===== config.mk =====
export PLATFORM = sky130hd
export DESIGN_NAME = fsm_ctrl_arbiter
export DESIGN_NICKNAME = d
export VERILOG_FILES = /design/src/rtl/fsm_arb_pkg.sv /design/src/rtl/fsm_ctrl_arbiter_rr_pick.sv /design/src/rtl/fsm_ctrl_arbiter.sv
export SDC_FILE = /design/constraint.sdc
export NUM_CORES = 1
export LEC_CHECK = 0
export ABC_AREA = 1
export BUFFER_PORTS_ARGS = -buffer_cell sky130_fd_sc_hd__buf_2
export CORE_MARGIN = 10
export CORE_UTILIZATION = 48
export CTS_CLUSTER_DIAMETER = 120
export DETAILED_ROUTE_END_ITERATION = 16
export GPL_ROUTABILITY_DRIVEN = 0
export PLACE_DENSITY = 0.88
export SYNTH_ARGS = -nofsm -noshare
export SYNTH_HDL_FRONTEND = slang
export SYNTH_SLANG_ARGS = --single-unit

===== constraint.sdc =====
create_clock -name clk -period 7.1 [get_ports clk]
set_input_delay 1.42 -clock clk [delete_from_list [all_inputs] [get_ports clk]]
set_output_delay 1.42 -clock clk [all_outputs]
set_load 0.01 [all_outputs]

===== src/rtl/fsm_arb_pkg.sv =====
// Shared constants, state encoding and width helpers for the fsm_ctrl_arbiter slice.
// The optional lock/burst feature in the top level is enabled by the ARB_LOCK_EN macro.
package fsm_arb_pkg;

    localparam int ARB_N         = 4;
    localparam int ARB_W         = 32;
    localparam int ARB_MAX_BURST = 4;

    typedef enum logic {
        ST_IDLE  = 1'b0,
        ST_ISSUE = 1'b1
    } state_t;

    function automatic int clog2(input int v);
        int r;
        r = 0;
        for (int x = 1; x < v; x = x * 2) r++;
        return r;
    endfunction

    // Register widths never drop below one bit, even for a value of 1.
    function automatic int width_of(input int v);
        return (clog2(v) < 1) ? 1 : clog2(v);
    endfunction

endpackage


===== src/rtl/fsm_ctrl_arbiter_rr_pick.sv =====
// Combinational round-robin picker: rotate req so the scan starts at ptr+1,
// priority-encode the lowest set bit, then un-rotate back to a requester index.
module rr_pick #(
    parameter int N  = 4,
    parameter int PW = 2
) (
    input  logic [N-1:0]  req,
    input  logic [PW-1:0] ptr,
    output logic [N-1:0]  onehot,
    output logic [PW-1:0] idx,
    output logic          any
);

    logic [N-1:0]  rot;
    logic [PW-1:0] off;
    logic [PW-1:0] j;
    int            start;
    int            sum;

    always_comb begin
        start = (int'(ptr) + 1) % N;
        rot   = '0;
        j     = '0;
        for (int k = 0; k < N; k++) begin
            j      = PW'((start + k) % N);
            rot[k] = req[j];
        end

        any = 1'b0;
        off = '0;
        for (int k = N - 1; k >= 0; k--) begin
            if (rot[k]) begin
                any = 1'b1;
                off = PW'(k);
            end
        end

        sum = (start + int'(off)) % N;
        idx = PW'(sum);

        onehot = '0;
        if (any) onehot[idx] = 1'b1;
    end

endmodule


===== src/rtl/fsm_ctrl_arbiter.sv =====
// Round-robin arbiter feeding one shared FSM engine through a registered valid/ready port.
// Define ARB_LOCK_EN to build the lock / zero-bubble burst path (capped at MAX_BURST transfers).
//
// state    | meaning
// ST_IDLE  | no word in flight; pick next requester from ptr+1 onward
// ST_ISSUE | granted word on ctrl_out with ctrl_vld=1, waiting for eng_rdy
module fsm_ctrl_arbiter
    import fsm_arb_pkg::*;
#(
    parameter int N         = ARB_N,
    parameter int W         = ARB_W,
    parameter int MAX_BURST = ARB_MAX_BURST
) (
    input  logic           clk,
    input  logic           rst,
    input  logic [N-1:0]   req,
    input  logic [N*W-1:0] ctrl_in,
    input  logic [N-1:0]   lock,
    input  logic           eng_rdy,
    output logic [N-1:0]   gnt,
    output logic [W-1:0]   ctrl_out,
    output logic           ctrl_vld
);

    localparam int            PW   = width_of(N);
    localparam logic [PW-1:0] LAST = PW'(N - 1);

    state_t        state;
    logic [PW-1:0] ptr;

    logic [N-1:0]  pick_oh;
    logic [PW-1:0] pick_idx;
    logic          pick_any;
    logic [W-1:0]  win_word;

    rr_pick #(.N(N), .PW(PW)) u_pick (
        .req    (req),
        .ptr    (ptr),
        .onehot (pick_oh),
        .idx    (pick_idx),
        .any    (pick_any)
    );

    assign win_word = ctrl_in[int'(pick_idx)*W +: W];

`ifdef ARB_LOCK_EN
    localparam int BW = width_of(MAX_BURST);

    logic [BW-1:0] burst_cnt;
    logic [W-1:0]  own_word;
    logic          keep;

    // ptr equals the current winner while in ISSUE, so it doubles as the grant index.
    assign own_word = ctrl_in[int'(ptr)*W +: W];
    assign keep     = lock[ptr] & req[ptr] & (int'(burst_cnt) < MAX_BURST - 1);
`else
    logic unused_lock;
    assign unused_lock = ^lock;
`endif

    always_ff @(posedge clk) begin
        if (rst) begin
            state    <= ST_IDLE;
            gnt      <= '0;
            ctrl_vld <= 1'b0;
            ctrl_out <= '0;
            ptr      <= LAST;
`ifdef ARB_LOCK_EN
            burst_cnt <= '0;
`endif
        end else begin
            case (state)
                ST_IDLE: begin
                    if (pick_any) begin
                        state    <= ST_ISSUE;
                        gnt      <= pick_oh;
                        ctrl_out <= win_word;
                        ctrl_vld <= 1'b1;
                        ptr      <= pick_idx;
                    end
                end
                ST_ISSUE: begin
                    if (eng_rdy) begin
`ifdef ARB_LOCK_EN
                        if (keep) begin
                            ctrl_out  <= own_word;
                            burst_cnt <= burst_cnt + 1'b1;
                        end else begin
                            state     <= ST_IDLE;
                            gnt       <= '0;
                            ctrl_vld  <= 1'b0;
                            burst_cnt <= '0;
                        end
`else
                        state    <= ST_IDLE;
                        gnt      <= '0;
                        ctrl_vld <= 1'b0;
`endif
                    end
                end
                default: state <= ST_IDLE;
            endcase
        end
    end

endmodule


==> flow_summary.json, run 1 <==
{
  "cts_sinks": 40,
  "initial_utilization": 0.496,
  "synth_top_area_frac": 0.273,
  "cp_slowest_stage_delay_ns": 1.10,
  "dieArea_um2": 9640,
  "power_switching_uw": 1300,
  "arrival_ns": 4.67,
  "ir_worst_vdd_uv": 350,
  "path_clk_slew_ns": 0.07,
  "synthTopCellsByCount": "nand2_1, nand3_1, nor2_1, dfxtp_1, o21ai_0",
  "insertion_delay_ns": 0.28,
  "post-route-drc-count": 0,
  "max-clock-path-buffers": 2,
  "grt_util_all_layers": 0.190,
  "rsz0062_at_grt": "no",
  "synth.top_cells.by_area": "dfxtp_1, nand2_1, nand3_1",
  "antenna_found_initial": 0,
  "yosysMostFrequentCell": "nand2_1",
  "setup_violations": 0,
  "syn_area_per_cell_um2": 5.70,
  "cp_common_cell": "nand2_1",
  "cts_root_buf": "clkbuf_8",
  "crit_required_ns": 7.27,
  "detail_route.iter0.violations": 191,
  "worst_pin_slew_ns": 1.18,
  "post-route-period-util": 0.633,
  "cap_violations": 0,
  "hp-class": "reg2reg",
  "ys_seq_area_frac": 0.273,
  "path_buf_inv": 3,
  "syn_inst": 515,
  "finalHoldViolations": 0,
  "synth_edf_count": 0,
  "slew_viol_final": 0,
  "path_class": "in2reg",
  "synth_seq_cells": 40,
  "ys_types": 28,
  "final_nets": 794,
  "synthArstFlopShare": 0,
  "numCtsBuffers": 5,
  "wl_per_cell_um": 13.7,
  "coreArea_um2": 5920,
  "synth_flop_cell": "dfxtp_1",
  "internal_power_uw": 944,
  "tns_ns": 0,
  "postCtsHoldBufs": 0,
  "max_slew_margin": 0.210,
  "syn_nets": 655,
  "finalClockSkew_ns": 0.00701,
  "synth_warnings": 0,
  "synth_area_um2": 2930,
  "critPathTopFamily": "adder cells",
  "dp_hpwl_um": 7110,
  "powerDensity_nw_per_um2": 597,
  "end_kind": "flip-flop",
  "die_x_um": 98.2,
  "yosys.area.top_type": "dfxtp_1",
  "grt_pass1_wl_um": 15900,
  "rows": 28,
  "dr.pass1.iters": 4,
  "overflow": 0,
  "leakage_uw": 0.00221,
  "area_growth_pct": 28.3,
  "sw_frac_of_total": 0.580,
  "die_h_um": 98.2,
  "postCtsSetupBuffers": 0,
  "ant_nets": 0,
  "wirelength_um": 10000,
  "p_total_uw": 2250,
  "sequentialPowerShare": 0.157,
  "critPathSlowestCell": "ha_2",
  "clockPowerShare": 0.068,
  "crit_path_max_fanout": 66,
  "layout-drive-gt1-share": 0.308,
  "portBuffers": 171,
  "cts_tree": "yes",
  "grt_max_degree": 68,
  "io_pins": 176,
  "vias": 3715,
  "diodes": 0,
  "status": "finished, final reports clean",
  "fmax_mhz": 223,
  "min_period_ns": 4.49,
  "comb_power_share": 0.775,
  "grt_pass1_vias": 3481,
  "cts.repair.resized": 0,
  "worstPathCellList": "buf_2 > inv_1 > nand2_1 > nand3_1 > nand2_1 > a31oi_1 > nor2_1 > ha_2 > inv_2 > nand2_1 > nand2_1 > nand3_1 > nand2_1 > nor2_1 > nor2_1",
  "cp-start-kind": "input pin",
  "viasPerCell": 5.09,
  "cts_max_level": 2
}
## tightest hold or removal path, stage by stage (launching register included)
cell	delay, ns
dfxtp_1	0.31
nand2_1	0.06
a21oi_1	0.05
## routing by layer
metal | track usage | up-vias | routed length, um
li1 | - | 1924 | -
met1 | 0.213 | 1606 | 3950
met2 | 0.330 | 173 | 4790
met3 | 0.0810 | 12 | 1170
met4 | 0.0342 | 0 | 103
met5 | 0 | - | 0
## placed cells by master (no fill, tap or decap)
master / instances
nand3_4: 1
clkbuf_1: 2
inv_2: 4
o211ai_1: 1
ha_2: 1
inv_6: 1
nand2_2: 9
a31oi_1: 1
nor2_1: 67
clkbuf_8: 6
o21ai_0: 21
a211o_1: 1
a21oi_1: 4
nand3_1: 98
dfxtp_1: 40
o21ai_1: 12
nand3_2: 1
nand2_1: 198
buf_2: 171
nor2_4: 1
nor2_2: 1
inv_1: 8
nand2_4: 2
xor2_2: 1
clkinv_2: 1
a21oi_2: 2
## sequential cells by signal (all words and copies together) (netlist names)
register and count:
ctrl_out 32, ctrl_vld 1, gnt 4, ptr 2, state 1
## power by group through the flow
stage          logic, uW  clock network, uW  registers [uW]
3_3_place_gp        1700                  0             354
4_1_cts             1750                158             353
5_1_grt             1980                166             364
6_report            1740                153             353
2_1_floorplan       1430                  0             388
3_5_place_dp        1740                  0             357
## cells by family (layout without fill, tap and decap cells)
logic type,after synthesis,count (layout),synth area share
simple gates,378,378,0.548
buf+inv,53,193,0.0921
compound gates,42,42,0.0768
flops,40,40,0.273
fa+ha+maj,1,1,0.00426
xor+xnor,1,1,0.00555
## through the flow
stage	utilization	worst slack, ns	hold WS [ns]	cells	cell area (um2)
finish	0.636	2.61	0.465	730	3760
global route	0.636	2.25	0.488	730	3760
CTS	0.636	2.57	0.465	730	3760
detailed placement	0.621	2.29	0.453	722	3670
global placement	0.621	2.43	0.448	722	3670
floorplan	-	3.90	0.483	515	2930
## layout make-up
| class | instances | area, um2 |
|---|---|---|
| multi-input cells | 422 | 1870 |
| well taps | 75 | 93.8 |
| inverters | 14 | 58.8 |
| clock buffers | 8 | 90.1 |
| fillers | 591 | 2160 |
| repair buffers | 171 | 856 |
| flip-flops and latches | 40 | 801 |
## final timing paths
| check | start | to | slack, ns | cells past startpoint |
|---|---|---|---|---|
| worst min register to register | gnt[3] | gnt[3] | 0.47 | 2 |
| worst max register to register | ptr[0] | ctrl_out[4] | 3.24 | 15 |
| worst min-delay path | gnt[3] | gnt[3] | 0.47 | 2 |
| worst max-delay path | req[3] | ctrl_out[4] | 2.61 | 15 |
(Power assumes the default switching activity.)
==> run 2, diff against run 1 <==
Settings changed: CORE_UTILIZATION 48 to 44, PLACE_DENSITY 0.88 to 0.81.
Clock period 7.1 ns to 4.67 ns, I/O delays scaled along.
==> run 2 against run 1 <==
Net effect: clock power increased by 52%; clock-buffer cell count stayed put; via count is 0.94% lower; sequential power is 54% higher; critical endpoint is now ctrl_out[9]; first-iteration DRC count fell by 49%; non-clock buffer count rose by 1; highest routed layer unchanged; combinational power is 52% higher; largest power group unchanged.
==> flow_summary.json, run 2 (synthesized netlist as in run 1, its figures left out) <==
{
  "largest_reg_flops": 32,
  "detail_route.iter0.violations": 98,
  "dp_hpwl_um": 7460,
  "layout_common_cells": "nand2_1, buf_2, nand3_1, nor2_1, dfxtp_1",
  "max-clock-path-buffers": 2,
  "overflow": 0,
  "worst_hold_slack_ns": 0.465,
  "fmax_mhz": 266,
  "vias": 3680,
  "stdcell_count": 733,
  "cts_sinks": 40,
  "whs_endpoint": "gnt[2]",
  "arrival_ns": 3.99,
  "insertion_delay_ns": 0.29,
  "layout-drive-gt1-share": 0.309,
  "holdPathStages": 2,
  "cts_tree": "yes",
  "powerDensity_nw_per_um2": 908,
  "r2r-start": "ptr[0]",
  "worstPathCellList": "buf_2 > inv_1 > nand2_1 > nand3_1 > nand2_1 > a31oi_1 > nor2_1 > ha_2 > xor2_2 > nand3_4 > nand2_2 > nand3_1 > nand2_1 > nor2_1 > nor2_1",
  "ir_worst_vdd_uv": 487,
  "status": "finished, final reports clean",
  "grt_pass1_wl_um": 16400,
  "rrSetupSlack_ns": 1.00,
  "path_buf_inv": 2,
  "final_nets": 795,
  "rows": 29,
  "rsz0062_at_grt": "no",
  "rr_endpoint": "ctrl_out[9]",
  "area_growth_pct": 28.7,
  "postCtsSetupBuffers": 0,
  "cp-start-kind": "input pin",
  "antenna_found_initial": 0,
  "postCtsHoldBufs": 0,
  "grt_pass1_vias": 3553,
  "min_period_ns": 3.77,
  "finalClockSkew_ns": 0.00527,
  "leakage_uw": 0.00221,
  "slew_viol_final": 0,
  "grt_util_all_layers": 0.192,
  "io_pins": 176,
  "path_class": "in2reg",
  "setup_violations": 0,
  "end_kind": "flip-flop",
  "cap_violations": 0,
  "crit_path_max_fanout": 67,
  "cts_max_level": 2,
  "crit_required_ns": 4.89,
  "final_common_cell": "nand2_1",
  "placed_cells": 725,
  "nFillCells": 663,
  "dr.pass1.iters": 4,
  "dieArea_um2": 10300,
  "r2r_cells": 15,
  "die_h_um": 102,
  "viasPerCell": 5.02,
  "finalHoldViolations": 0,
  "largest_register": "ctrl_out",
  "cts.repair.resized": 0,
  "final_util": 0.588,
  "cp_slowest_stage_delay_ns": 1.06,
  "hold_start": "gnt[2]",
  "die_x_um": 102,
  "path_clk_slew_ns": 0.08,
  "ant_nets": 0,
  "critPathTopFamily": "simple AND/OR/NAND/NOR gates",
  "wl_per_cell_um": 14.0,
  "reg_top3": "ctrl_out x32, gnt x4, ptr x2",
  "coreArea_um2": 6420,
  "portBuffers": 171,
  "diodes": 0,
  "grt_max_degree": 68,
  "critPathSlowestCell": "nand2_2",
  "numCtsBuffers": 5,
  "hp-class": "reg2reg",
  "initial_utilization": 0.457,
  "tns_ns": 0,
  "wirelength_um": 10300,
  "max_slew_margin": 0.183,
  "post-route-drc-count": 0,
  "worst_pin_slew_ns": 1.22,
  "cts_root_buf": "clkbuf_8",
  "post-route-period-util": 0.806
}
[run 2: cell types whose count changed in the layout (fill, tap and decap cells not counted), sizes merged]
| cell | previous run | this run |
|---|---|---|
| buf | 171 | 172 |
[run 2: power breakdown]
part | leakage [uW] | total [uW] | internal [uW] | switching [uW]
Combinational | 0.00183 | 2650 | 837 | 1820
Clock | 0.0000455 | 233 | 121 | 113
Sequential | 0.000332 | 542 | 472 | 69.6
[run 2: worst min-delay path, stage by stage, from the launching register on]
cell     delay [ns]
dfxtp_1        0.31
nand2_1        0.06
a21oi_1        0.05
[run 2: how the worst max path moves through the flow]
stage / start / to / slack, ns / cells after the start
global placement: req[3] / gnt[0] / 0.74 / 14
detailed placement: req[3] / ctrl_out[4] / 0.62 / 15
global route: req[3] / ctrl_out[9] / 0.58 / 15
finish: req[3] / ctrl_out[9] / 0.90 / 15
floorplan: req[3] / ctrl_out[28] / 1.95 / 16
CTS: req[3] / ctrl_out[4] / 0.93 / 15
[run 2: area by class of cell]
cell class | instances | area [um2] | area share
Sequential cell | 40 | 801 | 0.212
Tap cell | 77 | 96.3 | 0.0255
Clock buffer | 8 | 90.1 | 0.0239
Timing Repair Buffer | 172 | 863 | 0.229
Inverter | 14 | 58.8 | 0.0156
Multi-Input combinational cell | 422 | 1870 | 0.494
[run 2: metal layers]
metal	global-route usage	part of all wire	up-vias
li1	-	-	1923
met1	0.216	0.39	1597
met2	0.321	0.47	150
met3	0.0844	0.12	10
met4	0.0528	0.013	0
met5	0	0	-
[run 2: through the flow]
step                      instance area, um2  total power (uW)  setup slack, ns
after floorplan                         2930              2760             1.95
after global placement                  3680              3150            0.737
after detailed placement                3680              3210            0.619
after CTS                               3770              3450            0.931
after global routing                    3770              3840            0.582
final                                   3770              3430            0.904
